## src/rtl/dma_io_rx_channel_if.sv

```systemverilog
// Bundles the config, device handshake, memory write and status signals of the RX DMA channel.
// Latency: wires only, no state.
// Backpressure: none; the device paces the transfer through gpio_req.
interface dma_io_rx_channel_if #(
    parameter int DATA_W = 32,
    parameter int ADDR_W = 13,
    parameter int CNT_W  = 6
);
    // CPU configuration port
    logic              cfg_we;
    logic [1:0]        cfg_sel;
    logic [DATA_W-1:0] cfg_wdata;

    // I/O device handshake
    logic              gpio_req;
    logic              dev_ack;
    logic              dev_iowrite;
    logic [DATA_W-1:0] dev_data;

    // Memory write port
    logic              mem_we;
    logic [ADDR_W-1:0] mem_addr;
    logic [DATA_W-1:0] mem_wdata;

    // Status toward the CPU
    logic              busy;
    logic              done_irq;
    logic              short_xfer;
    logic [CNT_W-1:0]  words_done;

    // DMA engine side
    modport master (
        input  cfg_we, cfg_sel, cfg_wdata, gpio_req, dev_data,
        output dev_ack, dev_iowrite, mem_we, mem_addr, mem_wdata,
        output busy, done_irq, short_xfer, words_done
    );

    // CPU / device / memory side
    modport slave (
        output cfg_we, cfg_sel, cfg_wdata, gpio_req, dev_data,
        input  dev_ack, dev_iowrite, mem_we, mem_addr, mem_wdata,
        input  busy, done_irq, short_xfer, words_done
    );
endinterface

```

## src/rtl/dma_io_rx_channel.sv

```systemverilog
// Single-channel receive DMA: drains the GPIO device word buffer into consecutive memory words.
// Latency: first mem_we two cycles after the SYNC cycle, then one word per cycle with no gaps.
// Backpressure: memory always accepts; a dropped gpio_req ends the burst early (short_xfer).
module dma_io_rx_channel #(
    parameter int DATA_W = 32,
    parameter int ADDR_W = 13,
    parameter int CNT_W  = 6
) (
    input  logic                  clk,
    input  logic                  rst_n,
    dma_io_rx_channel_if.master   bus
);

    typedef enum logic [2:0] {
        ST_IDLE  = 3'd0,
        ST_ARMED = 3'd1,
        ST_SYNC  = 3'd2,
        ST_XFER  = 3'd3,
        ST_DONE  = 3'd4
    } state_t;

    // Programmed transfer descriptor
    typedef struct packed {
        logic [ADDR_W-1:0] base;
        logic [CNT_W-1:0]  count;
    } cfg_t;

    localparam logic [1:0] SEL_BASE  = 2'd0;
    localparam logic [1:0] SEL_COUNT = 2'd1;
    localparam logic [1:0] SEL_CTRL  = 2'd2;

    state_t            state_q;
    state_t            state_d;
    cfg_t              cfg_q;

    logic              mem_we_q;
    logic [ADDR_W-1:0] mem_addr_q;
    logic [DATA_W-1:0] mem_wdata_q;
    logic              done_irq_q;
    logic              short_xfer_q;
    logic [CNT_W-1:0]  words_done_q;

    logic              in_idle;
    logic              base_wr;
    logic              count_wr;
    logic              ctrl_wr;
    logic              start_acc;
    logic              irq_clr;
    logic [CNT_W-1:0]  words_next;
    logic              last_word;
    logic              capture;
    logic              early_stop;
    logic              dev_ack_c;
    logic              busy_c;
    logic              cfg_unused;

    // Upper config data bits carry no meaning for this block.
    assign cfg_unused = ^bus.cfg_wdata[DATA_W-1:ADDR_W];

    // Config decode: descriptor writes only land in IDLE, irq clear lands anytime.
    assign in_idle   = (state_q == ST_IDLE);
    assign base_wr   = bus.cfg_we && (bus.cfg_sel == SEL_BASE)  && in_idle;
    assign count_wr  = bus.cfg_we && (bus.cfg_sel == SEL_COUNT) && in_idle;
    assign ctrl_wr   = bus.cfg_we && (bus.cfg_sel == SEL_CTRL);
    assign irq_clr   = ctrl_wr && bus.cfg_wdata[1];
    assign start_acc = ctrl_wr && bus.cfg_wdata[0] && in_idle && (cfg_q.count != '0);

    // Transfer decode. The final word is taken even if the request drops on that same
    // edge, so a simultaneous drop still counts as a complete transfer.
    assign words_next = words_done_q + 1'b1;
    assign last_word  = (words_next == cfg_q.count);
    assign capture    = (state_q == ST_XFER) && (bus.gpio_req || last_word);
    assign early_stop = (state_q == ST_XFER) && !bus.gpio_req && !last_word;

    // State register; async reset returns the handshake to idle immediately.
    always_ff @(posedge clk or negedge rst_n) begin
        if (!rst_n) begin
            state_q <= ST_IDLE;
        end else begin
            state_q <= state_d;
        end
    end

    // Next-state and handshake decode.
    always_comb begin
        state_d   = state_q;
        dev_ack_c = 1'b0;
        busy_c    = 1'b1;
        unique case (state_q)
            ST_IDLE: begin
                busy_c = 1'b0;
                if (start_acc) begin
                    state_d = ST_ARMED;
                end
            end
            ST_ARMED: begin
                if (bus.gpio_req) begin
                    state_d = ST_SYNC;
                end
            end
            ST_SYNC: begin
                // Device needs one acknowledged cycle before its first word is valid.
                dev_ack_c = 1'b1;
                state_d   = ST_XFER;
            end
            ST_XFER: begin
                dev_ack_c = 1'b1;
                if (early_stop || (capture && last_word)) begin
                    state_d = ST_DONE;
                end
            end
            ST_DONE: begin
                state_d = ST_IDLE;
            end
            default: begin
                state_d = ST_IDLE;
            end
        endcase
    end

    // Descriptor registers.
    always_ff @(posedge clk or negedge rst_n) begin
        if (!rst_n) begin
            cfg_q <= '0;
        end else begin
            if (base_wr) begin
                cfg_q.base <= bus.cfg_wdata[ADDR_W-1:0];
            end
            if (count_wr) begin
                cfg_q.count <= bus.cfg_wdata[CNT_W-1:0];
            end
        end
    end

    // Memory write pipeline: each captured word is written on the following cycle.
    always_ff @(posedge clk or negedge rst_n) begin
        if (!rst_n) begin
            mem_we_q    <= 1'b0;
            mem_addr_q  <= '0;
            mem_wdata_q <= '0;
        end else begin
            mem_we_q <= capture;
            if (capture) begin
                mem_wdata_q <= bus.dev_data;
                // Address wraps naturally at the top of memory.
                mem_addr_q  <= cfg_q.base + ADDR_W'(words_done_q);
            end
        end
    end

    // Word counter and early-termination flag, both restarted by an accepted start.
    always_ff @(posedge clk or negedge rst_n) begin
        if (!rst_n) begin
            words_done_q <= '0;
            short_xfer_q <= 1'b0;
        end else begin
            if (start_acc) begin
                words_done_q <= '0;
                short_xfer_q <= 1'b0;
            end else begin
                if (capture) begin
                    words_done_q <= words_next;
                end
                if (early_stop) begin
                    short_xfer_q <= 1'b1;
                end
            end
        end
    end

    // Sticky completion interrupt; only an explicit clear removes it.
    always_ff @(posedge clk or negedge rst_n) begin
        if (!rst_n) begin
            done_irq_q <= 1'b0;
        end else begin
            if (state_q == ST_DONE) begin
                done_irq_q <= 1'b1;
            end else if (irq_clr) begin
                done_irq_q <= 1'b0;
            end
        end
    end

    assign bus.dev_ack     = dev_ack_c;
    assign bus.dev_iowrite = !dev_ack_c;
    assign bus.busy        = busy_c;
    assign bus.mem_we      = mem_we_q;
    assign bus.mem_addr    = mem_addr_q;
    assign bus.mem_wdata   = mem_wdata_q;
    assign bus.done_irq    = done_irq_q;
    assign bus.short_xfer  = short_xfer_q;
    assign bus.words_done  = words_done_q;

endmodule

```

## src/flat_wrapper.sv

```systemverilog
// flat-port wrapper written by rule: the top's interface ports become plain ports
module dma_io_rx_channel_flat 
#(
    parameter int DATA_W = 32,
    parameter int ADDR_W = 13,
    parameter int CNT_W  = 6
)
  (clk, rst_n, bus_cfg_we, bus_cfg_sel, bus_cfg_wdata, bus_gpio_req, bus_dev_data, bus_dev_ack, bus_dev_iowrite, bus_mem_we, bus_mem_addr, bus_mem_wdata, bus_busy, bus_done_irq, bus_short_xfer, bus_words_done);
  dma_io_rx_channel_if #(.DATA_W(DATA_W), .ADDR_W(ADDR_W), .CNT_W(CNT_W)) bus_i ();
  input  logic clk;
  input  logic rst_n;
  input wire logic [$bits(bus_i.cfg_we)-1:0] bus_cfg_we;
  input wire logic [$bits(bus_i.cfg_sel)-1:0] bus_cfg_sel;
  input wire logic [$bits(bus_i.cfg_wdata)-1:0] bus_cfg_wdata;
  input wire logic [$bits(bus_i.gpio_req)-1:0] bus_gpio_req;
  input wire logic [$bits(bus_i.dev_data)-1:0] bus_dev_data;
  output wire logic [$bits(bus_i.dev_ack)-1:0] bus_dev_ack;
  output wire logic [$bits(bus_i.dev_iowrite)-1:0] bus_dev_iowrite;
  output wire logic [$bits(bus_i.mem_we)-1:0] bus_mem_we;
  output wire logic [$bits(bus_i.mem_addr)-1:0] bus_mem_addr;
  output wire logic [$bits(bus_i.mem_wdata)-1:0] bus_mem_wdata;
  output wire logic [$bits(bus_i.busy)-1:0] bus_busy;
  output wire logic [$bits(bus_i.done_irq)-1:0] bus_done_irq;
  output wire logic [$bits(bus_i.short_xfer)-1:0] bus_short_xfer;
  output wire logic [$bits(bus_i.words_done)-1:0] bus_words_done;
  assign bus_i.cfg_we = bus_cfg_we;
  assign bus_i.cfg_sel = bus_cfg_sel;
  assign bus_i.cfg_wdata = bus_cfg_wdata;
  assign bus_i.gpio_req = bus_gpio_req;
  assign bus_i.dev_data = bus_dev_data;
  assign bus_dev_ack = bus_i.dev_ack;
  assign bus_dev_iowrite = bus_i.dev_iowrite;
  assign bus_mem_we = bus_i.mem_we;
  assign bus_mem_addr = bus_i.mem_addr;
  assign bus_mem_wdata = bus_i.mem_wdata;
  assign bus_busy = bus_i.busy;
  assign bus_done_irq = bus_i.done_irq;
  assign bus_short_xfer = bus_i.short_xfer;
  assign bus_words_done = bus_i.words_done;
  dma_io_rx_channel #(.DATA_W(DATA_W), .ADDR_W(ADDR_W), .CNT_W(CNT_W)) u_core (.clk(clk), .rst_n(rst_n), .bus(bus_i));
endmodule
```

## config.mk

```make
export PLATFORM = sky130hd
export DESIGN_NAME = dma_io_rx_channel_flat
export DESIGN_NICKNAME = d
export VERILOG_FILES = /design/src/rtl/dma_io_rx_channel_if.sv /design/src/rtl/dma_io_rx_channel.sv /design/src/flat_wrapper.sv
export SDC_FILE = /design/constraint.sdc
export NUM_CORES = 1
export LEC_CHECK = 0
export CAP_MARGIN = 10
export CORE_MARGIN = 3
export CORE_UTILIZATION = 45
export CTS_CLUSTER_DIAMETER = 40
export CTS_CLUSTER_SIZE = 12
export DETAILED_ROUTE_END_ITERATION = 8
export PLACE_DENSITY = 0.82
export SYNTH_ARGS = -nofsm -noshare
export SYNTH_HDL_FRONTEND = slang
export SYNTH_SLANG_ARGS = --single-unit
```

## constraint.sdc

```tcl
create_clock -name clk -period 2.8 [get_ports clk]
set_input_delay 0.56 -clock clk [delete_from_list [all_inputs] [get_ports clk]]
set_output_delay 0.56 -clock clk [all_outputs]
set_load 0.01 [all_outputs]
```

# ---- After elaboration in Yosys (flattened, before gate mapping)
# Cells that the tools add are included.
dict set report word_totals {
  regBits 76
  inputBits 70
  out_inout_bits 57
}
dict set report op_classes {
  add_sub_neg 2
  eq_ne 10
  n_mux 12
  reduce_logical 26
}
# cell count
set ops {}
lappend ops {{$add A13 B6 Y13} 1}
lappend ops {{$logic_and A1 B1 Y1} 13}
lappend ops {{$mux W6} 2}
lappend ops {{$pmux W3 S4} 1}
lappend ops {{$mux W3} 3}
lappend ops {{$add A6 B1 Y6 const B} 1}
lappend ops {{$eq A3 B2 Y1 const B} 2}
lappend ops {{$eq A6 B6 Y1} 1}
lappend ops {{$mux W1} 6}
lappend ops {{$ne A2 B2 Y1 const B} 3}
lappend ops {{$reduce_bool A2 Y1} 3}
lappend ops {{$reduce_bool A6 Y1} 1}
lappend ops {{$eq A3 B1 Y1 const B} 1}
lappend ops {{$eq A3 B3 Y1 const B} 1}
lappend ops {{$logic_not A1 Y1} 3}
lappend ops {{$logic_not A3 Y1} 1}
lappend ops {{$reduce_and A3 Y1} 1}
lappend ops {{$eq A2 B1 Y1 const B} 1}
lappend ops {{$eq A2 B2 Y1 const B} 1}
lappend ops {{$logic_not A2 Y1} 1}
lappend ops {{$logic_or A1 B1 Y1} 2}
lappend ops {{$reduce_or A2 Y1} 1}

# ---- Logic depth before layout (Yosys ltp)
dict set report depth {
  depth_word 8
  mapped_depth 9
}

# ---- Worst setup path before layout
# Ideal clock, no wire load.
dict set report synth_path {
  path_type {register -> register}
  start {register u_core.words_done_q[0], in the netlist u_core.bus.words_done[0]}
  end {register u_core.mem_addr_q[8], in the netlist u_core.bus.mem_addr[8]}
  setup_ns 0.064
  arrival_time_ns 2.175
  t_required_ns 2.736
  slack_ns 0.561
  stages_incl_launch_ff 10
  synth_period_minus_slack_ns 2.239
  path_cell_list {dfrtp_1 -> ha_1 -> inv_1 -> fa_1 -> nor2b_1 -> o21ai_0 -> a21oi_1 -> or4b_2 -> a31oi_1 -> a21o_1}
}
dict set report synth_between {
  elab_chain_cells 4
  word_cells_on_any_way 5
  classes_between {add/sub: 2; eq/ne: 1; reduce/logical: 2}
}
# element line_no
set synth_rtl {}
lappend synth_rtl {{start, declared} dma_io_rx_channel.sv:41} ;# logic [CNT_W-1:0] words_done_q;
lappend synth_rtl {{start signal, assigned} dma_io_rx_channel.sv:162} ;# words_done_q <= words_next;
lappend synth_rtl {{$add A6 B1 Y6} dma_io_rx_channel.sv:70} ;# assign words_next = words_done_q + 1'b1;
lappend synth_rtl {{$eq A6 B6 Y1} dma_io_rx_channel.sv:71} ;# assign last_word = (words_next == cfg_q.count);
lappend synth_rtl {{$logic_or A1 B1 Y1} dma_io_rx_channel.sv:72} ;# assign capture = (state_q == ST_XFER) && (bus.gpio_req || last_word);
lappend synth_rtl {{$logic_and A1 B1 Y1} dma_io_rx_channel.sv:72}
lappend synth_rtl {{end signal, assigned} dma_io_rx_channel.sv:146} ;# mem_addr_q <= cfg_q.base + ADDR_W'(words_done_q);
lappend synth_rtl {{end, declared} dma_io_rx_channel.sv:37} ;# logic [ADDR_W-1:0] mem_addr_q;
# Several ways; a longest one is shown, not always the timed one.
# A chain may end at the register's enable or synchronous reset.

# ---- Final worst setup path
dict set report layout_path {
  start {register u_core.words_done_q[0], in the netlist u_core.bus.words_done[0]}
  end {register u_core.mem_addr_q[12], in the netlist u_core.bus.mem_addr[12]}
}
# Same word-level chain as after synthesis.

==> run_results.csv <==
group,metric,value,unit
status,status,"completed",
cts,cts_num_sinks,76,
logic_synthesis,synthFlopType,"sky130_fd_sc_hd__dfrtp_1",
logic_synthesis,synth.cell_area,0.003540,mm2
cts,cts_resized,0,
cts,clk_pin_slew,0.08,ns
timing,timing.fmax,392.2,MHz
layout,share_of_final_layout_standard_cells_stronger_than_drive_strength_1,0.1906,
layout,antenna_cells_inserted,0,
global_routing,first_pass_grt_wire_length,13300,um
logic_synthesis,netlist-cell-type-count,47,
routing,detailed_route_iter0_violations,149,
timing,timing.final.crit_share,0.9107,
routing,routed_wirelength,8024,um
global_routing,initial_antenna_violation_count,0,
power_and_ir_drop,maximum_vdd_drop,0.6178,mV
place,portBuffers,107,
min_path,min_path_type,"in -> async",
global_routing,via_count_of_the_first_global_routing_pass,2792,
global_routing,grt_start_max_net_pins,77,
die,die-width,94.69,um
layout,number_of_nets_at_the_end_of_the_flow,477,
cts,clockBufferDepth,2,
timing,timing.clock.skew,0.01167,ns
layout,synthesis_to_layout_area_growth,40.05,%
cts,clock_tree_from_tritoncts,"built",
routing,dr_total_vias,2664,
timing,totalNegativeSetupSlack,0,ns
logic_synthesis,syn-mean-instance-area,12.16,um2
timing,setup_viol,0,
routing,drcViolationCount,0,
timing,fin_crit,2.550,ns
layout,layout_common_cells,"106 x sky130_fd_sc_hd__clkdlybuf4s50_1, 76 x sky130_fd_sc_hd__dfrtp_1, 52 x sky130_fd_sc_hd__mux2_2",
die,start_util,0.4753,
die,ioPinCount,127,
worst_setup_path,cp.arrival,2.82,ns
worst_setup_path,worstPathMaxFanout,8,
logic_synthesis,syn-num-nets,369,
power_and_ir_drop,cellLeakagePower,0.002114,uW
layout,final_common_cell,"sky130_fd_sc_hd__clkdlybuf4s50_1",
die,fp.dieArea,0.008966,mm2
worst_setup_path,critPathKind,"reg -> reg",
place,routabilityCongestion,0.8480,
job,timing.max_cap.violations,0,
timing,slew-limit-headroom,0.3781,
place,dp.final_hpwl,5815,um
timing,grt_setup_unrepaired,"false",
routing,postRouteAntennaNets,0,
cts,cts_post_setup_buffers_inserted,0,
power_and_ir_drop,power_density,1052,mW/mm2
worst_setup_path,critPathCaptureType,"flip-flop",
cts,numCtsBuffers,9,
layout,fin_util,0.6657,
logic_synthesis,synth_sequential_area_ratio,0.5373,
cts,clk-insertion-delay-late,0.35,ns
timing,final_hold_viol_count,0,
timing,max_slew.worst_pin.slew,0.9329,ns
die,die_height,94.69,um
worst_setup_path,crit_required,3.07,ns
worst_setup_path,kind_of_start_point_of_the_critical_path,"flip-flop",
die,fp.coreArea,0.007447,mm2
logic_synthesis,warnings_synthesis,0,
logic_synthesis,post_synth_inst_count,291,
timing,report.final.slew_viol_count,0,
routing,vias_per_inst,5.296,
cts,ctsHoldBuffers,0,
global_routing,grtUsageTotal,0.1913,
cts,root_buffer,"sky130_fd_sc_hd__clkbuf_8",
logic_synthesis,synth.ff_latch_count,76,
global_routing,grt_total_ovfl,0,
logic_synthesis,postSynth.asyncResetShare,1.000,
die,fp-row-count,31,
cts,total_number_of_h_tree_levels,3,
logic_synthesis,synth_edf_count,0,
routing,first_pass_iters,6,
routing,routed_wire_length_per_instance,15.95,um
==> stage by stage <==
| stage | cells | hold WS (ns) | area [um2] | worst slack [ns] | power (uW) |
|---|---|---|---|---|---|
| 4_1_cts | 503 | 0.3836 | 4957 | 0.2603 | 5273 |
| 3_3_place_gp | 487 | 0.4655 | 4726 | 0.3711 | 4174 |
| 2_1_floorplan | 291 | 0.2644 | 3540 | 0.5615 | 3125 |
| 6_report | 503 | 0.3498 | 4957 | 0.2501 | 5217 |
| 5_1_grt | 503 | 0.4189 | 4957 | 0.008037 | 5573 |
| 3_5_place_dp | 487 | 0.4695 | 4726 | 0.2891 | 4266 |
==> where the power goes <==
group / internal, uW / switching [uW] / total, uW
clock network: 590 / 393 / 983
logic: 1360 / 904 / 2260
registers: 1600 / 369 / 1970
total: 3550 / 1670 / 5220
==> metal layers <==
| metal | global-route usage | part of all wire | vias to the layer above |
|---|---|---|---|
| li1 | - | - | 1267 |
| met1 | 0.2282 | 0.41 | 1283 |
| met2 | 0.3065 | 0.47 | 102 |
| met3 | 0.08367 | 0.10 | 12 |
| met4 | 0.07091 | 0.015 | 0 |
| met5 | 0 | 0 | - |
==> flip-flops by register name, summed over array words and instances (netlist names) <==
| register | cells |
|---|---|
| u_core.bus.done_irq | 1 |
| u_core.cfg_q | 19 |
| u_core.bus.words_done | 6 |
| u_core.bus.mem_wdata | 32 |
| u_core.bus.mem_we | 1 |
| u_core.bus.short_xfer | 1 |
| u_core.state_q | 3 |
| u_core.bus.mem_addr | 13 |
==> cell families (layout without fill, tap and decap cells) <==
| kind of cell | after synthesis | after routing | synth area share |
|---|---|---|---|
| adders and majority gates | 8 | 8 | 0.03040 |
| muxes | 52 | 52 | 0.1654 |
| DFF | 76 | 76 | 0.5373 |
| and+or+nand+nor | 60 | 60 | 0.09615 |
| AOI/OAI and AO/OA | 52 | 52 | 0.1004 |
| xor gates and xnor gates | 16 | 16 | 0.03959 |
| buffers and inverters | 27 | 140 | 0.03075 |
==> cell type report <==
type | instances | area, um2
Clock inverter | 5 | 100.1
Tap cell | 99 | 123.9
Inverter | 13 | 48.80
Fill cell | 572 | 2490
Multi-Input combinational cell | 188 | 1540
Clock buffer | 11 | 131.4
Timing Repair Buffer | 111 | 1111
Sequential cell | 76 | 1902
==> cells in the mapped netlist, types with 2 or more instances <==
master,count,area share
sky130_fd_sc_hd__xor2_1,5,0.012
sky130_fd_sc_hd__nor3_1,5,0.0071
sky130_fd_sc_hd__or3_1,2,0.0035
sky130_fd_sc_hd__a21o_1,4,0.0085
sky130_fd_sc_hd__clkbuf_1,6,0.0064
sky130_fd_sc_hd__a21oi_1,7,0.0099
sky130_fd_sc_hd__nand3_1,6,0.0085
sky130_fd_sc_hd__buf_2,6,0.0085
sky130_fd_sc_hd__mux2_2,52,0.17
sky130_fd_sc_hd__o21a_1,2,0.0042
sky130_fd_sc_hd__or4_1,2,0.0042
sky130_fd_sc_hd__a211oi_1,3,0.0064
sky130_fd_sc_hd__nor3b_1,8,0.017
sky130_fd_sc_hd__a22o_1,2,0.0049
sky130_fd_sc_hd__inv_1,13,0.014
sky130_fd_sc_hd__a211o_1,2,0.0049
sky130_fd_sc_hd__nand2_1,15,0.016
sky130_fd_sc_hd__dfrtp_1,76,0.54
sky130_fd_sc_hd__xnor2_1,11,0.027
sky130_fd_sc_hd__nor4_1,3,0.0053
sky130_fd_sc_hd__nor2_1,4,0.0042
sky130_fd_sc_hd__ha_1,7,0.025
sky130_fd_sc_hd__o311ai_0,2,0.0049
sky130_fd_sc_hd__buf_1,2,0.0021
sky130_fd_sc_hd__and3_1,5,0.0088
sky130_fd_sc_hd__nand3b_1,2,0.0042
sky130_fd_sc_hd__a31oi_1,2,0.0035
sky130_fd_sc_hd__o31ai_1,2,0.0042
sky130_fd_sc_hd__o21ai_0,17,0.024
==> final timing paths <==
path,slack [ns],startpoint,endpoint,cells after the start
min in group clk,0.48,u_core.bus.mem_addr[5]$_DFFE_PN0P_,u_core.bus.mem_addr[5]$_DFFE_PN0P_,2
max in group asynchronous,1.84,rst_n,u_core.bus.mem_wdata[17]$_DFFE_PN0P_,1
min reg2reg,0.48,u_core.bus.mem_addr[5]$_DFFE_PN0P_,u_core.bus.mem_addr[5]$_DFFE_PN0P_,2
min,0.35,rst_n,u_core.bus.mem_wdata[9]$_DFFE_PN0P_,1
max,0.25,u_core.bus.words_done[0]$_DFFE_PN0P_,u_core.bus.mem_addr[12]$_DFFE_PN0P_,9
max reg2reg,0.25,u_core.bus.words_done[0]$_DFFE_PN0P_,u_core.bus.mem_addr[12]$_DFFE_PN0P_,9
==> critical path, cell delays in order, from the launching register on <==
cell and delay [ns]:
sky130_fd_sc_hd__dfrtp_1 0.51, sky130_fd_sc_hd__ha_1 0.23, sky130_fd_sc_hd__inv_1 0.06, sky130_fd_sc_hd__fa_1 0.40, sky130_fd_sc_hd__nor2b_1 0.12, sky130_fd_sc_hd__o21ai_0 0.11
sky130_fd_sc_hd__a21oi_1 0.46, sky130_fd_sc_hd__o311ai_0 0.24, sky130_fd_sc_hd__xor2_1 0.18, sky130_fd_sc_hd__o21ai_0 0.15
No activity file was read; power rests on OpenSTA's default activity.
